$ cat src/rtl/byte_serial_pkg.sv
// byte_serial_pkg
//   Shared types and constants for the byte-serial accumulator.
//   - state_t : FSM encoding (IDLE, ADD, DONE)
//   - BYTE_W  : width of one arithmetic slice
//   - nbytes  : number of byte slices needed for an accumulator width
package byte_serial_pkg;

  typedef enum logic [1:0] {
    IDLE = 2'd0,
    ADD  = 2'd1,
    DONE = 2'd2
  } state_t;

  localparam int BYTE_W = 8;

  function automatic int nbytes(input int acc_w);
    return acc_w / BYTE_W;
  endfunction

endpackage

$ cat src/rtl/byte_serial_accumulator_adder8.sv
// adder8
//   8-bit ripple-carry adder slice, purely combinational, assembled from
//   1-bit full-adder cells.
//   Ports:
//     a, b   : byte operands
//     c_in   : carry into bit 0
//     o      : byte sum
//     c_out  : carry out of bit 7
module adder8 (
  input  logic [7:0] a,
  input  logic [7:0] b,
  input  logic       c_in,
  output logic [7:0] o,
  output logic       c_out
);

  logic [8:0] c;

  assign c[0] = c_in;

  for (genvar i = 0; i < 8; i++) begin : g_fa
    assign o[i]   = a[i] ^ b[i] ^ c[i];
    assign c[i+1] = (a[i] & b[i]) | (c[i] & (a[i] ^ b[i]));
  end

  assign c_out = c[8];

endmodule

$ cat src/rtl/byte_serial_accumulator.sv
// byte_serial_accumulator
//   Accumulates a frame of N_SAMPLES unsigned 16-bit samples into an
//   ACC_W-bit total, one byte per clock through a single adder8 slice with
//   the carry registered between bytes. The frame total and a sticky
//   overflow flag are presented for one cycle at the end of each frame.
//   Ports:
//     clock, reset_n : clock and asynchronous active-low reset
//     clear          : synchronous frame abort; returns to IDLE, zeroes state
//     in_valid/in_ready/in_data : sample input handshake
//     acc_out, acc_valid, overflow : frame result, valid for one cycle
//     count          : samples fully added in the current frame
//     state_dbg      : current FSM state, for observation only
//
//   Handshake: a sample transfers on a rising edge where in_valid and
//   in_ready are both high. in_ready depends only on the FSM state, clear
//   and reset_n, never on in_valid. in_valid is ignored when in_ready is low;
//   the producer holds in_data stable until the transfer edge. The result
//   side has no backpressure: acc_valid is a single-cycle pulse.
module byte_serial_accumulator
  import byte_serial_pkg::*;
#(
  parameter int  ACC_W     = 24,
  parameter int  N_SAMPLES = 16,
  localparam int CW        = $clog2(N_SAMPLES + 1)
) (
  input  logic             clock,
  input  logic             reset_n,
  input  logic             clear,
  input  logic             in_valid,
  input  logic [15:0]      in_data,
  output logic             in_ready,
  output logic [ACC_W-1:0] acc_out,
  output logic             acc_valid,
  output logic             overflow,
  output logic [CW-1:0]    count,
  output state_t           state_dbg
);

  localparam int NB = nbytes(ACC_W);
  localparam int KW = $clog2(NB);

  state_t             state_q, state_d;
  logic [KW-1:0]      k_q, k_d;
  logic               carry_q, carry_d;
  logic [ACC_W-1:0]   acc_q, acc_d;
  logic [ACC_W-1:0]   opnd_q, opnd_d;
  logic [CW-1:0]      count_q, count_d;
  logic               ovf_q, ovf_d;

  logic [BYTE_W-1:0]  a_byte, b_byte, sum_byte;
  logic               slice_cout;

  // Byte mux: select byte k of the accumulator and of the operand.
  always_comb begin
    a_byte = '0;
    b_byte = '0;
    for (int i = 0; i < NB; i++) begin
      if (KW'(i) == k_q) begin
        a_byte = acc_q[i*BYTE_W +: BYTE_W];
        b_byte = opnd_q[i*BYTE_W +: BYTE_W];
      end
    end
  end

  adder8 u_adder8 (
    .a     (a_byte),
    .b     (b_byte),
    .c_in  (carry_q),
    .o     (sum_byte),
    .c_out (slice_cout)
  );

  always_comb begin
    state_d = state_q;
    k_d     = k_q;
    carry_d = carry_q;
    acc_d   = acc_q;
    opnd_d  = opnd_q;
    count_d = count_q;
    ovf_d   = ovf_q;

    if (clear) begin
      state_d = IDLE;
      k_d     = '0;
      carry_d = 1'b0;
      acc_d   = '0;
      count_d = '0;
      ovf_d   = 1'b0;
    end else begin
      case (state_q)
        IDLE: begin
          if (in_valid) begin
            opnd_d  = ACC_W'(in_data);
            k_d     = '0;
            carry_d = 1'b0;
            state_d = ADD;
          end
        end
        ADD: begin
          // Byte demux: write the slice sum back into byte k.
          for (int i = 0; i < NB; i++) begin
            if (KW'(i) == k_q) acc_d[i*BYTE_W +: BYTE_W] = sum_byte;
          end
          carry_d = slice_cout;
          if (k_q == KW'(NB - 1)) begin
            // Carry out of the top byte is the accumulator overflow; it is
            // folded into the sticky flag, not carried into the next sample.
            ovf_d   = ovf_q | slice_cout;
            carry_d = 1'b0;
            k_d     = '0;
            count_d = count_q + CW'(1);
            state_d = (count_q + CW'(1) == CW'(N_SAMPLES)) ? DONE : IDLE;
          end else begin
            k_d = k_q + KW'(1);
          end
        end
        DONE: begin
          acc_d   = '0;
          count_d = '0;
          ovf_d   = 1'b0;
          state_d = IDLE;
        end
        default: state_d = IDLE;
      endcase
    end
  end

  always_ff @(posedge clock or negedge reset_n) begin
    if (!reset_n) begin
      state_q <= IDLE;
      k_q     <= '0;
      carry_q <= 1'b0;
      acc_q   <= '0;
      opnd_q  <= '0;
      count_q <= '0;
      ovf_q   <= 1'b0;
    end else begin
      state_q <= state_d;
      k_q     <= k_d;
      carry_q <= carry_d;
      acc_q   <= acc_d;
      opnd_q  <= opnd_d;
      count_q <= count_d;
      ovf_q   <= ovf_d;
    end
  end

  // in_ready is gated by reset_n so it is low throughout reset.
  assign in_ready  = reset_n && (state_q == IDLE) && !clear;
  assign acc_valid = (state_q == DONE);
  assign acc_out   = acc_q;
  assign overflow  = ovf_q;
  assign count     = count_q;
  assign state_dbg = state_q;

endmodule

$ cat config.mk
export PLATFORM = sky130hd
export DESIGN_NAME = byte_serial_accumulator
export DESIGN_NICKNAME = d
export VERILOG_FILES = /design/src/rtl/byte_serial_pkg.sv /design/src/rtl/byte_serial_accumulator_adder8.sv /design/src/rtl/byte_serial_accumulator.sv
export SDC_FILE = /design/constraint.sdc
export NUM_CORES = 1
export LEC_CHECK = 0
export ABC_CLOCK_PERIOD_IN_PS = 5800
export CELL_PAD_IN_SITES_DETAIL_PLACEMENT = 0
export CELL_PAD_IN_SITES_GLOBAL_PLACEMENT = 1
export CORE_MARGIN = 4
export CORE_UTILIZATION = 40
export DETAILED_ROUTE_END_ITERATION = 8
export PLACE_DENSITY = 0.85
export SYNTH_ARGS = -nofsm -noshare
export SYNTH_HDL_FRONTEND = slang
export SYNTH_SLANG_ARGS = --single-unit
$ cat constraint.sdc
create_clock -name clock -period 5.8 [get_ports clock]
set_input_delay 1.16 -clock clock [delete_from_list [all_inputs] [get_ports clock]]
set_output_delay 1.16 -clock clock [all_outputs]
set_load 0.01 [all_outputs]
==> impl_results.md, run 1 <==
* Placer Congestion at 0.792
* Port Buffers at 53
* Hold Path Class: reg2reg
* Final Hold Vio Count at 0
* Power Density at 249 mW/mm^2
* Horiz. Die Dim at 89.2 um
* CTS Hold Buffers Added at 0
* Worst EP required at 5960 ps
* Gr usage total at 0.150
* Cell Rows at 29
* DR WL/cell at 15.3 um
* Area Overhead vs Synth at 24.3%
* Fraction of registers with async set/reset at 1.00
* Post-synth EDFFs at 0
* Post-synth cell types at 39
* Setup TNS at 0 ps
* Max-cap check violation count at 0
* Initial DRC Count at 87
* Top FF cell, synth: dfrtp_1
* Initial Util at 0.413
* Syn nets at 259
* DRT Wirelength at 5460 um
* Status: finished clean
* IO Pins at 54
* Crit. End Element: register
* CORE AREA at 0.00639 sq mm
* Die height at 89.2 um
* Vias per std cell at 5.19
* Net Sw Frac at 0.295
* Crit-path cells: nor2b_1 > nand2_1 > o21ai_0 > fa_1 > inv_1 > fa_1 > inv_1 > fa_1 > inv_1 > fa_1 > fa_1 > fa_1 > inv_1 > fa_1 > fa_1 > mux2i_1 > nor2_1
* Internal at 576 uW
* Mapped Avg Cell Area at 11.5 sq um
* Clock buffer count from CTS at 5
* Met2 WL at 2650 um
* #FFs+latches synth at 51
* CTS clk-pin slew, worst paths at 90 ps
* Tcrit/Tclk final at 0.744
* Part of the power in registers at 0.507
* Share of the synthesized area in the top cell type at 0.483
* Area leader, netlist: dfrtp_1
* Clock power share at 0.243
* Crit-path slowest cell: dfrtp_1
* Post-Route M1 WL at 2540 um
* # diodes at 0
* Filler cell count at 579
* Max Slew Vio Count at 0
* Final net count at 308
* Setup violators final at 0
* Net load switching power at 241 uW
* Clock Tree Root: clkbuf_8
* Longest Clk Path Bufs at 2
* HPWL Detailed at 4100 um
* Post-layout min period at 4320 ps
* WHS at 493 ps
* Worst Tran Pin Value at 887 ps
* RSZ-0062 raised after global routing: no
* Synth Warn # at 0
* Worst Path Arrival at 4470 ps
* Largest net degree at the start of global routing at 53
* CTS tree: yes
* Sequential area share after synthesis at 0.483
* Most frequent cell after synthesis: dfrtp_1
* Number of global-route vias before repair at 1,860
* Worst Clk Skew at 5.10 ps
* Metal3 WL at 225 um
* Synth area leaders: dfrtp_1, mux2i_1, fa_1, nor2_1, mux2_1
* Initial antenna violation count at 0
* Die footprint at 0.00796 sq mm
* CP Launch Type: register
* Clk sinks at 51
* Routed via count at 1,846
* Rel. slew slack at 0.408
* First-pass GRT wire length at 9250 um
* Post_cts resized at 0
* Share of layout cells above drive strength 1 at 0.111
* Fmax at 232 MHz
* Gr ovfl total at 0
* Drc violations at 0
* Setup Crit Path Kind: reg2reg
* Mapped cell area at 0.00264 sq mm
* 1st-pass router iterations at 6
* Most frequent CP cell: fa_1
* Setup bufs post-CTS at 0
* Cells after synthesis at 229
* Worst skew pair latency at 300 ps
* Delay of the slowest critical-path stage at 770 ps
* Synth cell count leaders: dfrtp_1, nor2_1, mux2i_1, mux2_1, a21oi_1
* Maximum fanout along the worst path at 21
* Worst ir drop on vdd at 0.000163 V
* H-tree Lvls at 2
* Top layer in use: met4
* Antenna Violating Nets Remaining at 0
* P_leak at 0.00135 uW
* Comb pwr share at 0.250
## metal layers
layer | vias to the layer above | global-route usage
li1 | 894 | -
met1 | 901 | 0.215
met2 | 46 | 0.240
met3 | 5 | 0.0221
met4 | 0 | 0.0406
met5 | - | 0
## cell families after synthesis
kind of cell               synth area share
and+or+nand+nor                       0.137
xor gates and xnor gates            0.00332
buffers and inverters                0.0393
AOI/OAI and AO/OA                    0.0962
adders and majority gates            0.0701
DFF                                   0.483
muxes                                 0.171
## final cells by class
class / count / area, sq um / area share
clock inverters: 2 / 12.5 / 0.00381
clock buffers: 6 / 72.6 / 0.0221
inverters: 4 / 15.0 / 0.00458
repair buffers: 56 / 548 / 0.167
flip-flops and latches: 51 / 1280 / 0.389
multi-input cells: 160 / 1260 / 0.384
well taps: 77 / 96.3 / 0.0294
## registers in the layout, summed over array words and instances (netlist names)
register	cells
acc_out	24
count	5
carry_q	1
state_dbg	2
overflow	1
opnd_q	16
k_q	2
## power by group through the flow
stage | combinational (uW) | sequential, uW | clock [uW]
6_report | 204 | 415 | 198
5_1_grt | 229 | 421 | 222
4_1_cts | 208 | 415 | 206
3_5_place_dp | 208 | 422 | 0
3_3_place_gp | 204 | 421 | 0
2_1_floorplan | 133 | 417 | 0
## through the flow
step	util	setup slack [ps]	instances	power [uW]	cell area (sq um)
floorplan	-	1770	229	550	2640
global placement	0.500	1650	348	625	3200
detailed placement	0.500	1470	348	630	3200
CTS	0.514	1450	356	829	3280
global route	0.514	1210	356	872	3280
finish	0.514	1480	356	818	3280
## critical path, delay by kind of cell, from the launching register on
family / cells / cell delay [ps]
simple gates: 3 / 380
flops: 1 / 770
compound gates: 1 / 130
mux: 1 / 170
fa+ha+maj: 8 / 2470
buf+inv: 4 / 250
## worst paths after layout
| check | start | to | slack (ps) | cells after the start |
|---|---|---|---|---|
| max | k_q[1] | acc_out[23] | 1480 | 17 |
| min | opnd_q[9] | opnd_q[9] | 490 | 1 |
| max reg2reg | k_q[1] | acc_out[23] | 1480 | 17 |
| min reg2reg | opnd_q[9] | opnd_q[9] | 490 | 1 |
| max in group asynchronous | reset_n | acc_out[16] | 4420 | 2 |
| min in group asynchronous | reset_n | acc_out[5] | 950 | 2 |
## cell usage in the layout, fill, tap and decap left out, drive strengths merged
cell	instances
a211oi	11
o22ai	1
and2	2
inv	4
or3	1
a22o	3
nor2	37
nor2b	4
a21o	2
clkbuf	6
nor3	4
clkinvlp	1
and4bb	1
fa	8
clkdlybuf4s50	52
nor3b	1
ha	2
a21oi	9
mux2i	27
or2	6
clkinv	1
nand4	1
dfrtp	51
and4b	1
xor2	1
nand2b	3
mux2	16
nand2	7
buf	4
o21ai	7
o211ai	1
nand3	2
a2111oi	1
a22oi	1
Note: power is estimated with default switching activity, not from simulation.
==> run 2: changes to the inputs <==
- ABC_CLOCK_PERIOD_IN_PS: 5800 -> 3700
- CORE_UTILIZATION: 40 -> 36
- PLACE_DENSITY: 0.85 -> 0.81
- clock period: 5.8 -> 3.7 ns (I/O delays scaled with it)
==> impl_results.md, run 2 (synthesized netlist as in run 1, its figures left out) <==
* Crit-path cells: buf_4 > mux2i_1 > nor2_1 > a21oi_2 > fa_2 > inv_2 > fa_2 > inv_2 > fa_2 > fa_2 > fa_2 > inv_2 > fa_2 > fa_1 > mux2i_1 > nor2_1 (was nor2b_1 > nand2_1 > o21ai_0 > fa_1 > inv_1 > fa_1 > inv_1 > fa_1 > inv_1 > fa_1 > fa_1 > fa_1 > inv_1 > fa_1 > fa_1 > mux2i_1 > nor2_1)
* Hold Path Class: reg2reg (unchanged)
* H-tree Lvls at 2 (unchanged)
* Drc violations at 0 (unchanged)
* Initial DRC Count at 82 (was 87)
* Max-cap check violation count at 0 (unchanged)
* Rel. slew slack at 0.474 (was 0.408)
* RSZ-0062 raised after global routing: yes (was no)
* Clk sinks at 51 (unchanged)
* Antenna Violating Nets Remaining at 0 (unchanged)
* FF/Latch Area at 0.00128 sq mm (about the same)
* DR WL/cell at 14.9 um (was 15.3 um)
* Die height at 93.6 um (was 89.2 um)
* 1st-pass router iterations at 5 (was 6)
* Filler cell count at 651 (was 579)
* Worst Path Arrival at 3850 ps (was 4470 ps)
* CTS Hold Buffers Added at 0 (unchanged)
* Worst EP required at 3880 ps (was 5960 ps)
* Initial Util at 0.380 (was 0.413)
* Setup violators final at 0 (unchanged)
* Worst ir drop on vdd at 0.000218 V (was 0.000163 V)
* Final Instance Area at 0.00342 sq mm (was 0.00328 sq mm)
* Number of global-route vias before repair at 1,887 (was 1,860)
* Final cell count without fillers at 383 (was 356)
* Clock buffer count from CTS at 5 (unchanged)
* Power Density at 389 mW/mm^2 (was 249 mW/mm^2)
* Power Total at 1330 uW (was 818 uW)
* DRT Wirelength at 5700 um (was 5460 um)
* Final Hold Vio Count at 0 (unchanged)
* Share of layout cells above drive strength 1 at 0.202 (was 0.111)
* CP Launch Type: register (unchanged)
* Kind of cell adding the most delay to the critical path: adder cells (unchanged)
* Setup bufs post-CTS at 0 (unchanged)
* Horiz. Die Dim at 93.6 um (was 89.2 um)
* IO Pins at 54 (unchanged)
* Pre-CTS worst setup slack at -50.3 ps (was 1470 ps)
* Worst Tran Pin Value at 788 ps (was 887 ps)
* CORE AREA at 0.00694 sq mm (was 0.00639 sq mm)
* Initial antenna violation count at 0 (unchanged)
* Routed via count at 1,872 (was 1,846)
* Post-layout min period at 3670 ps (was 4320 ps)
* Most frequent cells in the layout: clkdlybuf4s50_1, dfrtp_1, nor2_1, mux2i_1, buf_4 (was clkdlybuf4s50_1, dfrtp_1, nor2_1, mux2i_1, mux2_1)
* Clock Tree Root: clkbuf_8 (unchanged)
* Crit path buffers/inverters at 4 (unchanged)
* Area Overhead vs Synth at 29.4% (was 24.3%)
* Port Buffers at 53 (unchanged)
* HPWL Detailed at 4260 um (was 4100 um)
* Combined area of the multi-input logic cells at 0.00130 sq mm (was 0.00126 sq mm)
* Cell Rows at 30 (was 29)
* Delay of the slowest critical-path stage at 490 ps (was 770 ps)
* Placed insts at 375 (was 348)
* Area after DPL at 0.00330 sq mm (was 0.00320 sq mm)
* Maximum fanout along the worst path at 7 (was 21)
* Max reg flops at 24 (unchanged)
* Placer Congestion at 0.815 (was 0.792)
* CTS clk-pin slew, worst paths at 90 ps (about the same)
* Gr usage total at 0.137 (was 0.150)
* Setup Crit Path Kind: reg2reg (unchanged)
* Worst Clk Skew at 8.39 ps (was 5.10 ps)
* Final net count at 316 (was 308)
* Status: finished clean (unchanged)
* Gr ovfl total at 0 (unchanged)
* Largest net degree at the start of global routing at 52 (was 53)
* Crit. End Element: register (unchanged)
* Longest Clk Path Bufs at 2 (unchanged)
* # diodes at 0 (unchanged)
* Post-layout util at 0.492 (was 0.514)
* Crit-path slowest cell: dfrtp_2 (was dfrtp_1)
* Max Slew Vio Count at 0 (unchanged)
* First-pass GRT wire length at 9480 um (was 9250 um)
* P_leak at 0.00140 uW (was 0.00135 uW)
* Die footprint at 0.00877 sq mm (was 0.00796 sq mm)
* Fmax at 272 MHz (was 232 MHz)
* Final WS setup at 25.5 ps (was 1480 ps)
* Most common cell after layout, fill and taps aside: clkdlybuf4s50_1 (unchanged)
* Worst skew pair latency at 300 ps (about the same)
* Vias per std cell at 4.89 (was 5.19)
* Tcrit/Tclk final at 0.993 (was 0.744)
* Most frequent CP cell: fa_2 (was fa_1)
* CTS tree: yes (unchanged)
-- run 2: path summary, 6_finish.rpt --
check | from | to | slack (ps) | cells after the start
setup / recovery | k_q[0] | acc_out[7] | 30 | 16
hold / removal | opnd_q[11] | opnd_q[11] | 490 | 1
setup reg to reg | k_q[0] | acc_out[7] | 30 | 16
hold reg to reg | opnd_q[11] | opnd_q[11] | 490 | 1
max in group asynchronous | reset_n | k_q[1] | 2630 | 2
min in group asynchronous | reset_n | acc_out[5] | 580 | 2
-- run 2: what timing repair did --
item / in CTS / in global routing
gates resized for setup: 3 / 6
pin swaps: 1 / 0
setup endpoints to repair: 3 / 6
hold endpoints to repair: 0 / 0
-- run 2: stage by stage --
stage | hold WS, ps | setup TNS, ps
2_1_floorplan | 444 | -207
3_3_place_gp | 467 | 0
3_5_place_dp | 475 | -147
4_1_cts | 497 | 0
5_1_grt | 512 | -437
6_report | 492 | 0
-- run 2: metal layers --
layer  vias up  wire (um)  GRT usage
li1        900          -          -
met1       917       2670      0.193
met2        51       2700      0.217
met3         4        266     0.0265
met4         0         57     0.0373
met5         -          0          0
-- run 2: report_power, final --
group	total [uW]	internal [uW]	switching [uW]	leakage, uW
sequential	648	610	38.1	0.000666
combinational	350	181	169	0.000681
clock	332	154	179	0.0000484
-- run 2: area by class of cell --
class | instances | area share
well taps | 96 | 0.0352
clock inverters | 1 | 0.00256
repair buffers | 64 | 0.178
multi-input cells | 160 | 0.380
inverters | 4 | 0.00440
clock buffers | 7 | 0.0253
flip-flops and latches | 51 | 0.374
==> run 3: changes to the inputs <==
- CTS_CLUSTER_SIZE: unset -> 16
==> results of run 3 <==
No change in the layout: final DEF, timing and power equal those of run 2.
